<file path="config.mk">
export PLATFORM = sky130hd
export DESIGN_NAME = port_uart_tx
export DESIGN_NICKNAME = d
export VERILOG_FILES = /design/src/rtl/port_uart_tx.sv
export SDC_FILE = /design/constraint.sdc
export NUM_CORES = 1
export LEC_CHECK = 0
export BUFFER_PORTS_ARGS = -buffer_cell sky130_fd_sc_hd__buf_2
export CAP_MARGIN = 25
export CORE_UTILIZATION = 35
export CTS_CLUSTER_SIZE = 24
export DETAILED_ROUTE_END_ITERATION = 12
export PLACE_DENSITY = 0.66
export SYNTH_ARGS = -nofsm -noshare
export SYNTH_HDL_FRONTEND = slang
export SYNTH_SLANG_ARGS = --single-unit
</file>
<file path="constraint.sdc">
create_clock -name CLK50M -period 1.9 [get_ports CLK50M]
set_clock_uncertainty 0.1 [all_clocks]
set_input_delay 0.38 -clock CLK50M [delete_from_list [all_inputs] [get_ports CLK50M]]
set_output_delay 0.38 -clock CLK50M [all_outputs]
set_load 0.01 [all_outputs]
</file>
<file path="src/rtl/port_uart_tx.sv">
`default_nettype none
// +----------------------------------------------------------------------------+
// | port_uart_tx : 8N1 UART transmitter fed from dmem_io Port 0/1 handshake.    |
// | Revision 1.0                                                               |
// +----------------------------------------------------------------------------+
module port_uart_tx #(
  parameter int CLKS_PER_BIT = 5208
) (
  input  logic       CLK50M,
  input  logic       reset_n,
  input  logic [7:0] Port0Out,
  input  logic [7:0] Port1Out,
  output logic [7:0] Port1In,
  output logic       TX,
  output logic [7:0] TxCount
);

  typedef enum logic [1:0] {
    S_IDLE  = 2'd0,
    S_START = 2'd1,
    S_DATA  = 2'd2,
    S_STOP  = 2'd3
  } state_t;

  localparam logic [15:0] c_last_tick = 16'(CLKS_PER_BIT - 1);

  state_t      r_state;
  logic [15:0] r_timer;
  logic [2:0]  r_idx;
  logic [7:0]  r_shift;
  logic        r_s1;
  logic        r_s2;
  logic        r_prev;
  logic        r_ack;
  logic        r_busy;
  logic        r_tx;
  logic [7:0]  r_count;

  logic w_rise;
  logic w_fall;
  logic w_bit_done;
  logic w_unused_port1;

  assign w_rise         = r_s2 & ~r_prev;
  assign w_fall         = ~r_s2 & r_prev;
  assign w_bit_done     = (r_timer == c_last_tick);
  assign w_unused_port1 = &{1'b0, Port1Out[7:1]};

  always_ff @(posedge CLK50M) begin
    if (!reset_n) begin
      r_state <= S_IDLE;
      r_timer <= '0;
      r_idx   <= '0;
      r_shift <= '0;
      r_s1    <= 1'b0;
      r_s2    <= 1'b0;
      r_prev  <= 1'b0;
      r_ack   <= 1'b0;
      r_busy  <= 1'b0;
      r_tx    <= 1'b1;
      r_count <= '0;
    end else begin
      r_s1   <= Port1Out[0];
      r_s2   <= r_s1;
      r_prev <= r_s2;

      // ACK follows the request level, independent of frame progress
      if (w_fall) begin
        r_ack <= 1'b0;
      end

      case (r_state)
        S_IDLE: begin
          if (w_rise && !r_busy) begin
            r_shift <= Port0Out;
            r_ack   <= 1'b1;
            r_busy  <= 1'b1;
            r_state <= S_START;
            r_timer <= '0;
            r_idx   <= '0;
            r_tx    <= 1'b0;
          end
        end
        S_START: begin
          if (w_bit_done) begin
            r_timer <= '0;
            r_idx   <= '0;
            r_state <= S_DATA;
            r_tx    <= r_shift[0];
          end else begin
            r_timer <= r_timer + 16'd1;
          end
        end
        S_DATA: begin
          if (w_bit_done) begin
            r_timer <= '0;
            if (r_idx == 3'd7) begin
              r_state <= S_STOP;
              r_tx    <= 1'b1;
            end else begin
              // Present the next bit now so TX stays purely registered
              r_shift <= r_shift >> 1;
              r_tx    <= r_shift[1];
              r_idx   <= r_idx + 3'd1;
            end
          end else begin
            r_timer <= r_timer + 16'd1;
          end
        end
        S_STOP: begin
          if (w_bit_done) begin
            r_timer <= '0;
            r_state <= S_IDLE;
            r_busy  <= 1'b0;
            r_count <= r_count + 8'd1;
          end else begin
            r_timer <= r_timer + 16'd1;
          end
        end
        default: begin
          r_state <= S_IDLE;
        end
      endcase
    end
  end

  assign Port1In = {6'b000000, r_busy, r_ack};
  assign TX      = r_tx;
  assign TxCount = r_count;

endmodule
`default_nettype wire
</file>
# Word level (Yosys, flattened, before mapping)
# Index checks and enable logic that the tools add are counted.
# W data, S select, Z words.
dict set report op_classes {
  addsub 3
  n_eq_ne 11
  mux 29
  bitwise_logic 4
  reduce_logical 13
}
# cell count
set op_table {}
lappend op_table {{$mux W16} 2}
lappend op_table {{$pmux W16 S2} 1}
lappend op_table {{$mux W8} 3}
lappend op_table {{$add A16 B1 Y16 const B} 1}
lappend op_table {{$eq A16 B13 Y1 const B} 1}
lappend op_table {{$pmux W8 S2} 1}
lappend op_table {{$mux W3} 4}
lappend op_table {{$ne A2 B2 Y1 const B} 6}
lappend op_table {{$mux W2} 5}
lappend op_table {{$reduce_and A5 Y1} 2}
lappend op_table {{$mux W1} 9}
lappend op_table {{$pmux W3 S3} 1}
lappend op_table {{$add A8 B1 Y8 const B} 1}
lappend op_table {{$pmux W2 S4} 1}
lappend op_table {{$reduce_and A4 Y1} 2}
lappend op_table {{$eq A2 B2 Y1 const B} 2}
lappend op_table {{$reduce_bool A2 Y1} 2}
lappend op_table {{$add A3 B1 Y3 const B} 1}
lappend op_table {{$eq A3 B3 Y1 const B} 1}
lappend op_table {{$pmux W1 S3} 1}
lappend op_table {{$reduce_and A3 Y1} 1}
lappend op_table {{$reduce_bool A3 Y1} 1}
lappend op_table {{$reduce_or A3 Y1} 1}
lappend op_table {{$and A1 B1 Y1} 2}
lappend op_table {{7 further kinds} 8}
dict set report word_totals {
  regBits 43
  in_bits 18
  out_inout_bits 17
  word_cells 71
}

# Depth between registers and ports, before layout
# Gate-level depths: netlist (run 1).
dict set report logic_depth {
  depth_word 5
  mapped_depth 8
}

# Least setup slack after synthesis (run 1)
# No wires, ideal clock.
dict set report synth_path {
  path_kind {flip-flop to flip-flop}
  startpoint {register r_state[0]}
  endpoint {register r_timer[8]}
  setup_time_ps 71
  arrival_time_ps 1814
  t_required_ps 1729
  slack_ps -84
  stages_incl_launch_ff 8
  n_path_buf 1
  cell_sequence {dfxtp_1 inv_1 ha_1 clkbuf_1 inv_2 o211ai_1 or4_1 a21oi_1}
}
dict set report synth_between {
  elab_chain_cells 3
}
# item line
set synth_rtl {}
lappend synth_rtl {{start, declared} 27} ;# state_t r_state;
lappend synth_rtl {{start signal, assigned} 51} ;# r_state <= S_IDLE;
lappend synth_rtl {{start signal, assigned} 78} ;# r_state <= S_START;
lappend synth_rtl {{start signal, assigned} 88} ;# r_state <= S_DATA;
lappend synth_rtl {{$eq A2 B2 Y1 / $eq A2 B1 Y1 (equally long branches)} 72} ;# case (r_state)
lappend synth_rtl {{$reduce_or A3 Y1 (no line)} n/a}
lappend synth_rtl {{$pmux W16 S2} 72}
lappend synth_rtl {{end signal, assigned} 91} ;# r_timer <= r_timer + 16'd1;
lappend synth_rtl {{end signal, assigned} 107} ;# r_timer <= r_timer + 16'd1;
lappend synth_rtl {{end signal, assigned} 117} ;# r_timer <= r_timer + 16'd1;
lappend synth_rtl {{end, declared} 28} ;# logic [15:0] r_timer;
# Several ways; a longest one is shown, not always the timed one.
# A chain may end at the register's enable or synchronous reset.

# Final worst setup path (run 1)
dict set report layout_path {
  startpoint {register r_timer[1]}
  endpoint {register r_count[3] (netlist: TxCount[3])}
}
dict set report layout_between {
  elab_chain_cells 2
}
# item line
set layout_rtl {}
lappend layout_rtl {{$eq A16 B13 Y1} 46} ;# assign w_bit_done = (r_timer == c_last_tick);
lappend layout_rtl {{$reduce_and A2 Y1 (no line)} n/a}
lappend layout_rtl {{end signal, assigned} 115} ;# r_count <= r_count + 8'd1;
lappend layout_rtl {{end, declared} 37} ;# logic [7:0] r_count;
# No other way between the ends.

==> out/results.ini, run 1 <==
[status]
outcome = completed

[sta]
hold_viol = 0
slew_headroom_pct = 66.4
fmax_mhz = 542
period_share_pct = 97.0
setup_ws_ns = 0.0564
report.final.slew_viol_count = 0
finalSetupViolations = 0
min_period_ns = 1.84
tightest_slew_ns = 0.501
rsz0062_at_grt = true

[grt]
grt_max_degree = 22
grt_pass1_vias = 1973
grt_first_pass_wirelength_mm = 8.95
grt.overflow.total = 0
antenna_found_initial = 0
track_usage_pct = 15.6

[power]
power_density_nw_per_um2 = 826
total_power_mw = 2.41
power.leakage_nw = 1.20
max-vdd-ir-drop_v = 0.000371

[critical_path]
endpoint_kind = register
timing.rr.end = TxCount[3]
crit_path_end = TxCount[3]
arrival_ns = 1.97
reg2reg_slack_ns = 0.06
r2r_start = r_timer[1]
crit_fanout = 8
cp.required_ns = 2.03
r2r_cells = 6
start_kind = register
cp-startpoint = r_timer[1]
critical_path_class = register to register

[min_path]
hp-class = input pin to register
worstHoldPathCells = 2

[placement]
port_buffers = 21
postPlaceCellArea_sq_um = 2760
pre_cts_ws_ns = 0.0366
gp_congestion = 0.787
dp_cells = 384
dp_hpwl_mm = 3.66

[route]
drt-initial-drc-count = 51
routed_wl_mm = 5.19
vias = 2109
drc_errors = 0
routedWlPerCell_um = 13.1
first_pass_iters = 4
avgViaCountPerCell = 5.33
postRouteAntennaNets = 0

[die]
core_area_sq_um = 6390
chipHeight_um = 83.8
row_count = 29
die_w_um = 83.8
dieArea_sq_um = 7020
num_io_pins = 35
start_util_pct = 36.7

[cts]
cts-buffers-inserted = 5
path_clk_slew_ns = 0.08
cts_tree = built
clock_latency_ns = 0.30
root_buffer = clkbuf_8
cts_buffer_depth = 2
cts.htree.levels = 2
postCtsHoldBufs = 0
cts_sinks = 43

[yosys]
syn_inst = 263
synth-xor-area-share_pct = 2.62
synth.ff_latch_count = 43
synth_compound_area_share_pct = 17.9
synth_cell_types = 55
synth_flop_cell = dfxtp_1
synth_top_family_by_area = simple AND/OR/NAND/NOR gates
synth.area.mux_share_pct = 7.64
seq_area_frac_synth_pct = 36.8
synth_enable_flop_cells = 0
synth_area_sq_um = 2340
synthAdderAreaFrac_pct = 5.34
async_flop_share_pct = 0
synth-simple-area-share_pct = 23.1
synth-warning-count = 0
syn_avg_cell_area_sq_um = 8.90

[cells_and_area]
final.fill_count = 610
regArea_sq_um = 871
stdcell_area_sq_um = 2910
final_nets = 346
multi_input_area_sq_um = 1400
synthToLayoutAreaGrowth_pct = 24.5
diodes = 0
drive_gt1_share_pct = 29.2
final_cells = 396

[run]
drv_cap = 0

[cells in the final DEF (no fill, tap or decap), drive strengths merged, types with 7 or more instances in the layout]
cell,n
nor2,11
ha,10
mux2i,10
o21ai,12
buf,63
nand2,32
o31ai,10
dfxtp,43
a21oi,16
clkbuf,7
inv,8
nand3,10
mux2,7
or4,10
[cells in the mapped netlist (2+ instances only)]
| library cell | count | share of area (%) |
|---|---|---|
| dfxtp_1 | 43 | 37 |
| nand2_1 | 32 | 5.1 |
| a21oi_1 | 16 | 3.4 |
| nor2_1 | 11 | 1.8 |
| ha_1 | 10 | 5.3 |
| mux2i_1 | 10 | 4.3 |
| nand3_1 | 10 | 2.1 |
| o31ai_1 | 10 | 3.2 |
| or4_1 | 10 | 3.2 |
| o21ai_1 | 9 | 1.9 |
| buf_4 | 8 | 2.6 |
| clkbuf_1 | 7 | 1.1 |
| inv_1 | 7 | 1.1 |
| mux2_2 | 7 | 3.4 |
| and2_1 | 5 | 1.3 |
| nand4_1 | 5 | 1.3 |
| buf_2 | 4 | 0.86 |
| xnor2_1 | 4 | 1.5 |
| and4_1 | 3 | 1.1 |
| nand2b_1 | 3 | 0.80 |
| nor3_1 | 3 | 0.64 |
| o2111ai_1 | 3 | 1.1 |
| o21ai_0 | 3 | 0.64 |
| xor2_1 | 3 | 1.1 |
| a2bb2oi_1 | 2 | 0.75 |
| a31oi_1 | 2 | 0.53 |
| and3_1 | 2 | 0.53 |
| o311ai_1 | 2 | 0.75 |
| o41ai_1 | 2 | 0.75 |
| or3_1 | 2 | 0.53 |
[metrics by stage]
stage	hold WS, ns	setup TNS, ns	utilization, %
6_report	0.192	0	45.6
5_1_grt	0.187	-0.0477	45.6
2_1_floorplan	0.312	0	-
3_5_place_dp	0.325	0	43.2
3_3_place_gp	0.313	0	43.2
4_1_cts	0.178	0	44.6
[sequential cells by signal, indices dropped and copies added (netlist names)]
name,cells
r_shift,8
TX,1
r_s2,1
r_s1,1
r_idx,3
TxCount,8
r_state,2
r_ack,1
r_timer,16
r_busy,1
r_prev,1
[power breakdown]
part	internal (mW)	switching [mW]
clock	0.259	0.317
combinational	0.383	0.457
sequential	0.958	0.0333
total	1.60	0.806
[layout make-up]
| class | instances | area share [%] |
|---|---|---|
| Clock buffer | 7 | 2.62 |
| Timing Repair Buffer | 63 | 15.0 |
| Sequential cell | 43 | 29.9 |
| Inverter | 9 | 1.16 |
| Multi-Input combinational cell | 196 | 47.9 |
| Clock inverter | 1 | 0.172 |
| Tap cell | 77 | 3.31 |
[worst max-delay path: stages, from the launching register on]
cell and delay [ns]:
dfxtp_4 0.37, ha_4 0.14, nor4bb_4 0.22, nand4_1 0.16
buf_6 0.17, or4_1 0.46, a21oi_1 0.14
[kinds of logic (layout without fill, tap and decap cells)]
group / count (synthesis) / after routing
AOI/OAI and AO/OA: 59 / 59
xor gates and xnor gates: 7 / 7
adders and majority gates: 10 / 10
buffers and inverters: 29 / 80
DFF: 43 / 43
muxes: 17 / 17
other: 1 / 6
and+or+nand+nor: 97 / 97
[how the worst min path moves through the flow]
stage	startpoint	to	slack, ns
CTS	Port1Out[0]	r_s1	0.18
detailed placement	r_s1	r_s2	0.32
global route	Port1Out[0]	r_s1	0.19
finish	Port1Out[0]	r_s1	0.19
floorplan	r_s1	r_s2	0.31
global placement	r_s1	r_s2	0.31
[timing repair]
item	CTS	global route
setup endpoints to repair	3	14
gates resized for setup	1	12
pin swaps	0	5
setup buffers	1	3
[metal layers]
layer  global-route usage [%]  up-vias  wire, um
met3                     4.25        2       216
met1                     20.4      998      2510
li1                         -     1068         -
met2                     25.1       41      2440
met5                        0        -         0
met4                     4.16        0        25
Power figures use the tool's default switching activity.
==> run 2, diff against run 1 <==
CTS_BUF_LIST = sky130_fd_sc_hd__clkbuf_8   (was default)
==> out/results.ini, run 2 (same netlist as run 1, synthesis figures left out) <==
[die]
dieArea_sq_um = 7020
die_w_um = 83.8
core_area_sq_um = 6390
start_util_pct = 36.7
row_count = 29
num_io_pins = 35
chipHeight_um = 83.8

[cts]
clock_latency_ns = 0.30
path_clk_slew_ns = 0.08
cts.htree.levels = 2
cts_tree = built
cts_sinks = 43
cts-buffers-inserted = 5
root_buffer = clkbuf_8
cts_buffer_depth = 2

[cells_and_area]
top_register = r_timer
largest_reg_flops = 16
drive_gt1_share_pct = 29.2
final_nets = 346
layout_common_cells = buf_4, dfxtp_1, nand2_1
diodes = 0
final_cells = 396
synthToLayoutAreaGrowth_pct = 24.5
final_common_cell = buf_4

[route]
routed_wl_mm = 5.19
routedWlPerCell_um = 13.1
avgViaCountPerCell = 5.31
drt-initial-drc-count = 51
postRouteAntennaNets = 0
vias = 2101
drc_errors = 0
first_pass_iters = 4

[sta]
min_period_ns = 1.84
final.setup.tns_ns = 0
hold_viol = 0
slew_headroom_pct = 66.7
rsz0062_at_grt = true
report.final.slew_viol_count = 0
tightest_slew_ns = 0.497
finalSetupViolations = 0
period_share_pct = 96.9
fmax_mhz = 543
setup_ws_ns = 0.0581

[placement]
pre_cts_ws_ns = 0.0366
port_buffers = 21
dp_hpwl_mm = 3.66
gp_congestion = 0.787
dp_cells = 384

[critical_path]
crit_path_end = TxCount[3]
r2r_start = r_timer[1]
r2r_cells = 6
start_kind = register
reg2reg_slack_ns = 0.06
endpoint_kind = register
arrival_ns = 1.97
critical_path_class = register to register
crit_fanout = 8
timing.rr.end = TxCount[3]
cp-startpoint = r_timer[1]
cp.required_ns = 2.03

[min_path]
hp-class = input pin to register

[grt]
grt_max_degree = 22
grt.overflow.total = 0
track_usage_pct = 15.6
antenna_found_initial = 0
grt_first_pass_wirelength_mm = 8.95
grt_pass1_vias = 1973

[power]
power.leakage_nw = 1.20
power_density_nw_per_um2 = 822
max-vdd-ir-drop_v = 0.000371

[run]
drv_cap = 0

[status]
outcome = completed

[run 2: cell count changes in the layout (fill, tap and decap cells not counted), sizes merged]
cell | before | now
inv | 8 | 10
clkbuf | 7 | 5
[run 2: worst min-delay path by stage]
| stage | startpoint | endpoint | slack, ns | depth (start not counted) |
|---|---|---|---|---|
| 3_5_place_dp | r_s1 | r_s2 | 0.32 | 1 |
| 5_1_grt | Port1Out[0] | r_s1 | 0.19 | 2 |
| 6_report | Port1Out[0] | r_s1 | 0.19 | 2 |
| 3_3_place_gp | r_s1 | r_s2 | 0.31 | 1 |
| 4_1_cts | Port1Out[0] | r_s1 | 0.18 | 2 |
| 2_1_floorplan | r_s1 | r_s2 | 0.31 | 1 |
[run 2: per-layer routing]
layer,vias to the layer above,routed length (um),track usage (%)
li1,1065,-,-
met1,993,2510,20.4
met2,41,2440,25.1
met3,2,214,4.25
met4,0,25,4.16
met5,-,0,0
[run 2: metrics by stage]
| step | power (mW) | hold slack (ns) | utilization [%] | instance area (sq um) |
|---|---|---|---|---|
| finish | 2.40 | 0.192 | 45.6 | 2910 |
| global route | 2.57 | 0.187 | 45.6 | 2910 |
| CTS | 2.41 | 0.178 | 44.6 | 2850 |
| detailed placement | 1.84 | 0.325 | 43.2 | 2760 |
| global placement | 1.83 | 0.313 | 43.2 | 2760 |
| floorplan | 1.55 | 0.312 | - | 2390 |
[run 2: worst max-delay path: stages, from the launching register on]
cell,delay [ns]
dfxtp_4,0.37
ha_4,0.14
nor4bb_4,0.22
nand4_1,0.16
buf_6,0.17
or4_1,0.46
a21oi_1,0.14
[run 2: layout make-up]
cell class,count,area [sq um]
clock inverter,3,12.5
tap,77,96.3
sequential,43,871
inverter,9,33.8
clock buffer,5,68.8
fill,610,3470
multi-input combinational,196,1400
timing repair buffer,63,437
[run 2: where the power goes]
part | internal (mW) | switching (mW) | total [mW]
clock network | 0.248 | 0.318 | 0.566
logic | 0.383 | 0.456 | 0.839
registers | 0.958 | 0.0334 | 0.992
total | 1.59 | 0.807 | 2.40
[run 2: timing repair]
action                     4_1_cts  5_1_grt
resized for setup                1       12
setup endpoints to repair        3       14
pin swaps                        0        5
setup buffers                    1        3
hold buffers                     0        0
